**src/rtl/mem_ctrl_if.sv**
```systemverilog
// Bus bundle between the pipeline/RAM environment and the byte-serial memory controller.
interface mem_ctrl_if;
  logic        if_req;
  logic [31:0] if_addr;
  logic [31:0] if_data;
  logic        if_done;
  logic        ma_re;
  logic        ma_we;
  logic [2:0]  ma_width;
  logic [31:0] ma_addr;
  logic [31:0] ma_wdata;
  logic [31:0] ma_rdata;
  logic        ma_done;
  logic [31:0] mem_a;
  logic [7:0]  mem_dout;
  logic        mem_wr;
  logic [7:0]  mem_din;
  logic        stall_req;

  modport master (
    output if_req, if_addr, ma_re, ma_we, ma_width, ma_addr, ma_wdata, mem_din,
    input  if_data, if_done, ma_rdata, ma_done, mem_a, mem_dout, mem_wr, stall_req
  );

  modport slave (
    input  if_req, if_addr, ma_re, ma_we, ma_width, ma_addr, ma_wdata, mem_din,
    output if_data, if_done, ma_rdata, ma_done, mem_a, mem_dout, mem_wr, stall_req
  );
endinterface

```
**src/rtl/mem_ctrl.sv**
```systemverilog
// Byte-serial memory controller arbitrating instruction fetch and data load/store
// onto a single 8-bit RAM port with one-cycle read latency.
//
// state | meaning
// IDLE  | waiting for a request; data access wins over fetch
// READ  | N address cycles plus one trailing capture cycle
// WRITE | one byte written per cycle, N cycles
// DONE  | one-cycle completion pulse on the owning port
module mem_ctrl (
  input  logic clk,
  input  logic rst,
  input  logic rdy,
  mem_ctrl_if.slave bus
);

  typedef enum logic [1:0] {IDLE = 2'd0, READ = 2'd1, WRITE = 2'd2, DONE = 2'd3} state_t;

  state_t      state_q, state_d;
  logic [2:0]  cnt_q, cnt_d;
  logic [2:0]  width_q;
  logic [2:0]  nbytes;
  logic [2:0]  rd_off;
  logic [1:0]  byte_idx;
  logic [31:0] addr_q, wdata_q, buf_q;
  logic [31:0] rd_word, rd_ext;
  logic [31:0] if_data_q, ma_rdata_q;
  logic        owner_q;
  logic        accept, accept_data;
  logic        byte_rd, last_rd;
  logic        ma_done_w;

  assign nbytes   = (width_q[1:0] == 2'b00) ? 3'd1 :
                    (width_q[1:0] == 2'b01) ? 3'd2 : 3'd4;
  assign byte_rd  = (state_q == READ) && (cnt_q != 3'd0);
  assign last_rd  = (state_q == READ) && (cnt_q == nbytes);
  assign byte_idx = 2'(cnt_q - 3'd1);

  // Merge the byte arriving this cycle into the partially assembled word.
  always_comb begin
    rd_word = buf_q;
    if (byte_rd) rd_word[{byte_idx, 3'b000} +: 8] = bus.mem_din;
  end

  // Load result extension by funct3; fetches are latched with 010 so they pass unchanged.
  always_comb begin
    rd_ext = rd_word;
    case (width_q)
      3'b000:  rd_ext = {{24{rd_word[7]}}, rd_word[7:0]};
      3'b001:  rd_ext = {{16{rd_word[15]}}, rd_word[15:0]};
      3'b100:  rd_ext = {24'd0, rd_word[7:0]};
      3'b101:  rd_ext = {16'd0, rd_word[15:0]};
      default: rd_ext = rd_word;
    endcase
  end

  // Next-state and byte counter sequencing.
  always_comb begin
    state_d     = state_q;
    cnt_d       = cnt_q;
    accept      = 1'b0;
    accept_data = 1'b0;
    case (state_q)
      IDLE: begin
        if (bus.ma_re || bus.ma_we) begin
          accept      = 1'b1;
          accept_data = 1'b1;
          cnt_d       = 3'd0;
          state_d     = bus.ma_we ? WRITE : READ;
        end else if (bus.if_req) begin
          accept  = 1'b1;
          cnt_d   = 3'd0;
          state_d = READ;
        end
      end
      READ: begin
        if (cnt_q == nbytes) begin
          state_d = DONE;
          cnt_d   = 3'd0;
        end else begin
          cnt_d = cnt_q + 3'd1;
        end
      end
      WRITE: begin
        if (cnt_q == nbytes - 3'd1) begin
          state_d = DONE;
          cnt_d   = 3'd0;
        end else begin
          cnt_d = cnt_q + 3'd1;
        end
      end
      DONE: begin
        state_d = IDLE;
        cnt_d   = 3'd0;
      end
      default: begin
        state_d = IDLE;
        cnt_d   = 3'd0;
      end
    endcase
  end

  // State, latched request and result registers; rdy low freezes everything.
  always_ff @(posedge clk) begin
    if (!rst) begin
      state_q    <= IDLE;
      cnt_q      <= 3'd0;
      addr_q     <= 32'd0;
      wdata_q    <= 32'd0;
      width_q    <= 3'd0;
      owner_q    <= 1'b0;
      buf_q      <= 32'd0;
      if_data_q  <= 32'd0;
      ma_rdata_q <= 32'd0;
    end else if (rdy) begin
      state_q <= state_d;
      cnt_q   <= cnt_d;
      if (accept) begin
        owner_q <= accept_data;
        addr_q  <= accept_data ? bus.ma_addr : bus.if_addr;
        wdata_q <= bus.ma_wdata;
        width_q <= accept_data ? bus.ma_width : 3'b010;
        buf_q   <= 32'd0;
      end else if (byte_rd) begin
        buf_q <= rd_word;
      end
      if (last_rd) begin
        if (owner_q) ma_rdata_q <= rd_ext;
        else         if_data_q  <= rd_word;
      end
    end
  end

  // While frozen mid-read, re-present the address whose byte is still owed so the
  // one-cycle-latency RAM returns it again when rdy comes back.
  assign rd_off = (!rdy && cnt_q != 3'd0) ? cnt_q - 3'd1 : cnt_q;

  // RAM port drive; the write strobe is also cut by rst so a reset cycle never writes.
  always_comb begin
    bus.mem_a    = 32'd0;
    bus.mem_dout = 8'd0;
    bus.mem_wr   = 1'b0;
    case (state_q)
      READ: bus.mem_a = addr_q + {29'd0, rd_off};
      WRITE: begin
        bus.mem_a    = addr_q + {29'd0, cnt_q};
        bus.mem_dout = wdata_q[{cnt_q[1:0], 3'b000} +: 8];
        bus.mem_wr   = rdy & rst;
      end
      default: ;
    endcase
  end

  assign ma_done_w     = (state_q == DONE) && owner_q;
  assign bus.ma_done   = ma_done_w;
  assign bus.if_done   = (state_q == DONE) && !owner_q;
  assign bus.if_data   = if_data_q;
  assign bus.ma_rdata  = ma_rdata_q;
  assign bus.stall_req = (bus.ma_re | bus.ma_we) & ~ma_done_w;

endmodule

```
**src/flat_wrapper.sv**
```systemverilog
// flat-port wrapper written by rule: the top's interface ports become plain ports
module mem_ctrl_flat 
  (clk, rst, rdy, bus_if_req, bus_if_addr, bus_ma_re, bus_ma_we, bus_ma_width, bus_ma_addr, bus_ma_wdata, bus_mem_din, bus_if_data, bus_if_done, bus_ma_rdata, bus_ma_done, bus_mem_a, bus_mem_dout, bus_mem_wr, bus_stall_req);
  mem_ctrl_if bus_i ();
  input  logic clk;
  input  logic rst;
  input  logic rdy;
  input wire logic [$bits(bus_i.if_req)-1:0] bus_if_req;
  input wire logic [$bits(bus_i.if_addr)-1:0] bus_if_addr;
  input wire logic [$bits(bus_i.ma_re)-1:0] bus_ma_re;
  input wire logic [$bits(bus_i.ma_we)-1:0] bus_ma_we;
  input wire logic [$bits(bus_i.ma_width)-1:0] bus_ma_width;
  input wire logic [$bits(bus_i.ma_addr)-1:0] bus_ma_addr;
  input wire logic [$bits(bus_i.ma_wdata)-1:0] bus_ma_wdata;
  input wire logic [$bits(bus_i.mem_din)-1:0] bus_mem_din;
  output wire logic [$bits(bus_i.if_data)-1:0] bus_if_data;
  output wire logic [$bits(bus_i.if_done)-1:0] bus_if_done;
  output wire logic [$bits(bus_i.ma_rdata)-1:0] bus_ma_rdata;
  output wire logic [$bits(bus_i.ma_done)-1:0] bus_ma_done;
  output wire logic [$bits(bus_i.mem_a)-1:0] bus_mem_a;
  output wire logic [$bits(bus_i.mem_dout)-1:0] bus_mem_dout;
  output wire logic [$bits(bus_i.mem_wr)-1:0] bus_mem_wr;
  output wire logic [$bits(bus_i.stall_req)-1:0] bus_stall_req;
  assign bus_i.if_req = bus_if_req;
  assign bus_i.if_addr = bus_if_addr;
  assign bus_i.ma_re = bus_ma_re;
  assign bus_i.ma_we = bus_ma_we;
  assign bus_i.ma_width = bus_ma_width;
  assign bus_i.ma_addr = bus_ma_addr;
  assign bus_i.ma_wdata = bus_ma_wdata;
  assign bus_i.mem_din = bus_mem_din;
  assign bus_if_data = bus_i.if_data;
  assign bus_if_done = bus_i.if_done;
  assign bus_ma_rdata = bus_i.ma_rdata;
  assign bus_ma_done = bus_i.ma_done;
  assign bus_mem_a = bus_i.mem_a;
  assign bus_mem_dout = bus_i.mem_dout;
  assign bus_mem_wr = bus_i.mem_wr;
  assign bus_stall_req = bus_i.stall_req;
  mem_ctrl u_core (.clk(clk), .rst(rst), .rdy(rdy), .bus(bus_i));
endmodule
```
**config.mk**
```make
export PLATFORM = sky130hd
export DESIGN_NAME = mem_ctrl_flat
export DESIGN_NICKNAME = d
export VERILOG_FILES = /design/src/rtl/mem_ctrl_if.sv /design/src/rtl/mem_ctrl.sv /design/src/flat_wrapper.sv
export SDC_FILE = /design/constraint.sdc
export NUM_CORES = 1
export LEC_CHECK = 0
export CAP_MARGIN = 20
export CORE_ASPECT_RATIO = 1.5
export CORE_MARGIN = 2
export CORE_UTILIZATION = 46
export CTS_BUF_LIST = sky130_fd_sc_hd__clkbuf_8
export DETAILED_ROUTE_END_ITERATION = 8
export PLACE_DENSITY = 0.78
export SYNTH_ARGS = -nofsm -noshare
export SYNTH_HDL_FRONTEND = slang
export SYNTH_SLANG_ARGS = --single-unit
```
**constraint.sdc**
```tcl
create_clock -name clk -period 3.8 [get_ports clk]
set_input_delay 0.38 -clock clk [delete_from_list [all_inputs] [get_ports clk]]
set_output_delay 0.38 -clock clk [all_outputs]
set_load 0.02 [all_outputs]
```
==> Yosys cells after proc, flatten, opt, wreduce, memory -nomap -nowiden <==
Cells that the tools add are included.
{ "op_classes": {"addsub": 6, "n_mux": 29, "n_eq_ne": 12, "n_reduce_logical": 19, "shifts": 3, "n_bitwise": 5} }
{ "ops": {"columns": ["operator", "count"], "rows": [
  ["two-way mux 32 bit", 4],
  ["one-hot mux 32 bit (4 select lines)", 1],
  ["adder 32 x 3 -> 32 bit", 2],
  ["one-hot mux 32 bit (2 select lines)", 1],
  ["bitwise mux 32 bit", 1],
  ["variable shift 8 x 7 -> 32 bit, first input constant", 1],
  ["indexed part select 32 x 6 -> 8 bit", 1],
  ["indexed part select 8 x 7 -> 32 bit", 1],
  ["two-way mux 3 bit", 8],
  ["one-hot mux 3 bit (4 select lines)", 1],
  ["two-way mux 2 bit", 5],
  ["two-way mux 8 bit", 1],
  ["one-hot mux 2 bit (4 select lines)", 1],
  ["negation 5 -> 7 bit", 1],
  ["== test 3 bit", 2],
  ["== test 3 bit, second input constant", 2],
  ["two-way mux 1 bit", 6],
  ["AND reduction 2 bit", 3],
  ["AND reduction 3 bit", 2],
  ["subtractor 3 x 1 -> 3 bit, second input constant", 2],
  ["logical AND 1 bit", 5],
  ["== test 2 x 1 -> 1 bit, second input constant", 2],
  ["== test 2 bit, second input constant", 2],
  ["logical NOT 2 bit", 2],
  ["other kinds (14)", 17]
]} }
{ "totals": {"in_bits": 113, "register_bits": 169, "out_inout_bits": 108, "word_cells": 83} }

==> Longest topological paths before layout <==
{ "depth": {"word_depth": 7, "depth_mapped": 17, "mapped_depth_nobuf": 12} }

==> Worst setup path before layout <==
Ideal clock, no wire load.
{ "synth_path": {"kind": "reg-to-output", "startpoint": "reg u_core.cnt_q[0]", "endpoint": "out bus_mem_a[13]", "arrival_ns": 3.763, "setup_slack_ns": -0.343, "path_buffers": 5, "stages_incl_launch_ff": 17, "t_required_ns": 3.420, "cell_sequence": "dfxtp_1 -> buf_2 -> clkbuf_1 -> buf_2 -> inv_1 -> ha_1 -> nand2b_1 -> buf_2 -> nand2_1 -> o21ai_0 -> ha_1 -> a21o_1 -> a21oi_1 -> clkbuf_1 -> nor3b_1 -> xnor2_1 -> nor2_1"} }
{ "synth_via": {"elab_chain_cells": 5, "word_cells_on_any_way": 7} }
{ "synth_rtl": {"columns": ["item", "line_no", "rtl"], "rows": [
  ["from (decl)", "mem_ctrl.sv:19", "logic [2:0] cnt_q, cnt_d;"],
  ["from (signal assigned)", "mem_ctrl.sv:116", "cnt_q <= cnt_d;"],
  ["branches (longest 4 deep; another with adder 32 x 3 -> 32 bit)", null, null],
  ["one-hot mux 32 bit (2 select lines) *", "mem_ctrl.sv:142", "case (state_q)"],
  ["to (decl)", "flat_wrapper.sv:20", "output wire logic [$bits(bus_i.mem_a)-1:0] bus_mem_a;"]
]} }
Every way passes the cells marked *.

==> Worst setup path after layout <==
{ "layout_path": {"startpoint": "reg u_core.state_q[0]", "endpoint": "out bus_mem_a[5]"} }
{ "layout_via": {"elab_chain_cells": 2, "word_cells_on_any_way": 3} }
{ "layout_rtl": {"columns": ["item", "line_no", "rtl"], "rows": [
  ["from (decl)", "mem_ctrl.sv:18", "state_t state_q, state_d;"],
  ["from (signal assigned)", "mem_ctrl.sv:115", "state_q <= state_d;"],
  ["== test 2 bit or == test 2 x 1 -> 1 bit (tied branches)", "mem_ctrl.sv:142", null],
  ["one-hot mux 32 bit (2 select lines) *", "mem_ctrl.sv:142", null]
]} }
Mark *: on every way between the ends. The rest lies on a longest branch, timed or not.

==> results.ini <==
[floorplan]
row_count = 60
fp.dieH_um = 170
die_w_um = 115
die_area_um2 = 19500
io_pins = 221
initial_core_util_pct = 47.1
core_um2 = 17900

[grt]
gr-total-overflow = 0
antenna_found_initial = 0
grt_max_degree = 108
grt_pass1_wl_um = 37100
grt_pass1_vias = 7294
grtUsageTotal_pct = 24.2

[flow_run]
max_cap_violations = 0

[logic_synthesis]
synth-edff-count = 0
synth_nets = 1103
async_flop_share_pct = 0
yosys.area.top_type = dfxtp_1
synth_commonest_cells = nand2_1, dfxtp_1, nor2_1
synth_flop_cell = dfxtp_1
synth-seq-cells = 169
ys_seq_area_share_pct = 40.1
synth_cell_types = 58
syn_area_um2 = 8440
syn_area_per_cell_um2 = 8.65
synth.most_common_cell = nand2_1
netlist.area_leader.share_pct = 40.1
syn_inst = 976
netlist_top_cells_area = dfxtp_1, nand2_1, mux2i_1
yosysWarnings = 0

[setup_path]
critPathKind = reg -> out
crit_arrival_ps = 3220
end_kind = primary output
start_kind = flip-flop
ff2ff_path_depth = 6
cp.required_ps = 3420
cp_max_fo = 17

[outcome]
status = finished, final reports clean

[timing]
timing.fmax_ghz = 0.278
fin_ws_ps = 201
min_period_over_period_pct = 94.7
hold_violations = 0
slew_viol_final = 0
worstMarginPinSlew_ps = 1020
skew_ps = 13.4
min_period_ps = 3600
max_slew_margin_pct = 31.8
fin_setup_tns_ps = 0
setup_violations = 0

[routing]
post_drt_wl_per_cell_um = 17.0
drc = 0
final_antenna_net_count = 0
vias_per_cell = 5.49
routed_wl_um = 23500
vias = 7592
drt-initial-drc-count = 470
first_pass_iters = 5

[cells_and_area]
utilization_pct = 63.0
final-seq-area_um2 = 3380
num-fill-cells = 1550
antenna_cells = 0
multi_input_area_um2 = 4830
layout-drive-gt1-share_pct = 10.0
syn_to_final_growth_pct = 33.9
fin_area_um2 = 11300
final_nets = 1283

[pwr]
total_power_mw = 4.10
p_leak_nw = 4.99
power_density_nw_per_um2 = 363
vdd_drop_max_mv = 0.212

[cts]
cts_tree = built
clockRootBuffer = clkbuf_8
clk_pin_slew_worst_paths_ps = 90
clock_latency_ps = 450
cts_buffer_depth = 2
h-tree-depth = 4
clock-sinks = 169
cts_hold_buffers = 0
post_cts_buffers = 0
cts_buffers = 17

[hold_path]
hold_class = in -> reg
hold_depth = 3

[placement]
dp_hpwl_um = 17100
placed_cell_area_um2 = 10800
place_ws_ps = 30.1
portBuffers = 220
gp_congestion = 0.946

## cells by family (layout without fill, tap and decap cells)
group	Yosys count	after routing	share of synthesized area [%]
compound gates	205	205	17.7
xor+xnor	28	28	2.90
fa+ha+maj	14	14	2.16
buf+inv	86	276	4.21
flops	169	169	40.1
mux	80	80	10.8
simple gates	394	394	22.1
## final timing paths
| kind | from | to | slack [ps] |
|---|---|---|---|
| setup / recovery | u_core.state_q[0] | bus_mem_a[5] | 200 |
| setup reg to reg | u_core.cnt_q[0] | u_core.bus.ma_rdata[19] | 900 |
| hold reg to reg | u_core.buf_q[3] | u_core.buf_q[3] | 450 |
| hold / removal | rst | u_core.buf_q[3] | 260 |
## final cells by class
type	count	area share, %
Sequential cell	169	29.9
Inverter	8	0.266
Timing Repair Buffer	239	21.2
Multi-Input combinational cell	721	42.7
Clock inverter	11	1.33
Tap cell	217	2.40
Clock buffer	18	2.19
## cells in the final DEF (no fill, tap or decap), drive strengths merged, types with 6 or more instances in the layout
| master | Yosys | routed |
|---|---|---|
| clkdlybuf4s50 | 0 | 192 |
| nand2 | 179 | 179 |
| dfxtp | 169 | 169 |
| nor2 | 76 | 76 |
| mux2i | 64 | 64 |
| o211a | 56 | 56 |
| a21oi | 54 | 54 |
| o21ai | 27 | 27 |
| nor2b | 26 | 26 |
| nand2b | 26 | 26 |
| xnor2 | 22 | 22 |
| buf | 25 | 20 |
| clkbuf | 53 | 19 |
| a22oi | 16 | 16 |
| a31oi | 16 | 16 |
| nand3 | 15 | 15 |
| and2 | 14 | 14 |
| dlymetal6s2s | 0 | 13 |
| ha | 13 | 13 |
| dlygate4sd2 | 0 | 12 |
| inv | 8 | 12 |
| nor3 | 11 | 11 |
| and3 | 11 | 11 |
| o221a | 9 | 9 |
| mux4 | 8 | 8 |
| o31ai | 8 | 8 |
| mux2 | 8 | 8 |
| nand4 | 7 | 7 |
| or3 | 6 | 6 |
| xor2 | 6 | 6 |
| a21boi | 6 | 6 |
| nor4 | 6 | 6 |
## worst max-delay path: stages (launching register included)
cell and delay (ps):
dfxtp_2 370, inv_1 60, ha_1 230, nor2_4 140, nand2_2 100, nand2_1 90
o21ai_2 70, ha_1 270, a21o_1 120, a21oi_2 70, buf_12 160, or3_1 320
a21oi_2 130, clkdlybuf4s50_1 630
## stage by stage
step,cells,hold WS [ps]
after floorplan,976,432
after global placement,1353,437
after detailed placement,1353,443
after CTS,1382,440
after global routing,1383,242
final,1383,258
## sequential cells by signal, indices dropped and copies added, names as in the netlist
name and count:
u_core.addr_q 32, u_core.buf_q 32, u_core.bus.if_data 32, u_core.bus.ma_rdata 32
u_core.cnt_q 3, u_core.owner_q 1, u_core.state_q 2, u_core.wdata_q 32
u_core.width_q 3
## metal layers
layer  GRT usage [%]  vias up  share of wire (%)
met5               0        -                  0
met3            5.77       50                5.4
li1                -     3753                  -
met4            10.2        0                3.4
met1            26.4     3548                 38
met2            43.9      241                 53
## what timing repair did
action	4_1_cts	5_1_grt
pin swaps	0	0
endpoints found under the hold margin	0	0
gates resized for setup	19	21
setup endpoints to repair	29	27
## where the power goes
part / switching [mW] / internal (mW) / total [mW]
registers: 0.108 / 1.86 / 1.97
logic: 0.439 / 0.380 / 0.820
clock network: 0.655 / 0.661 / 1.32
total: 1.20 / 2.90 / 4.10
Power figures use the tool's default switching activity.
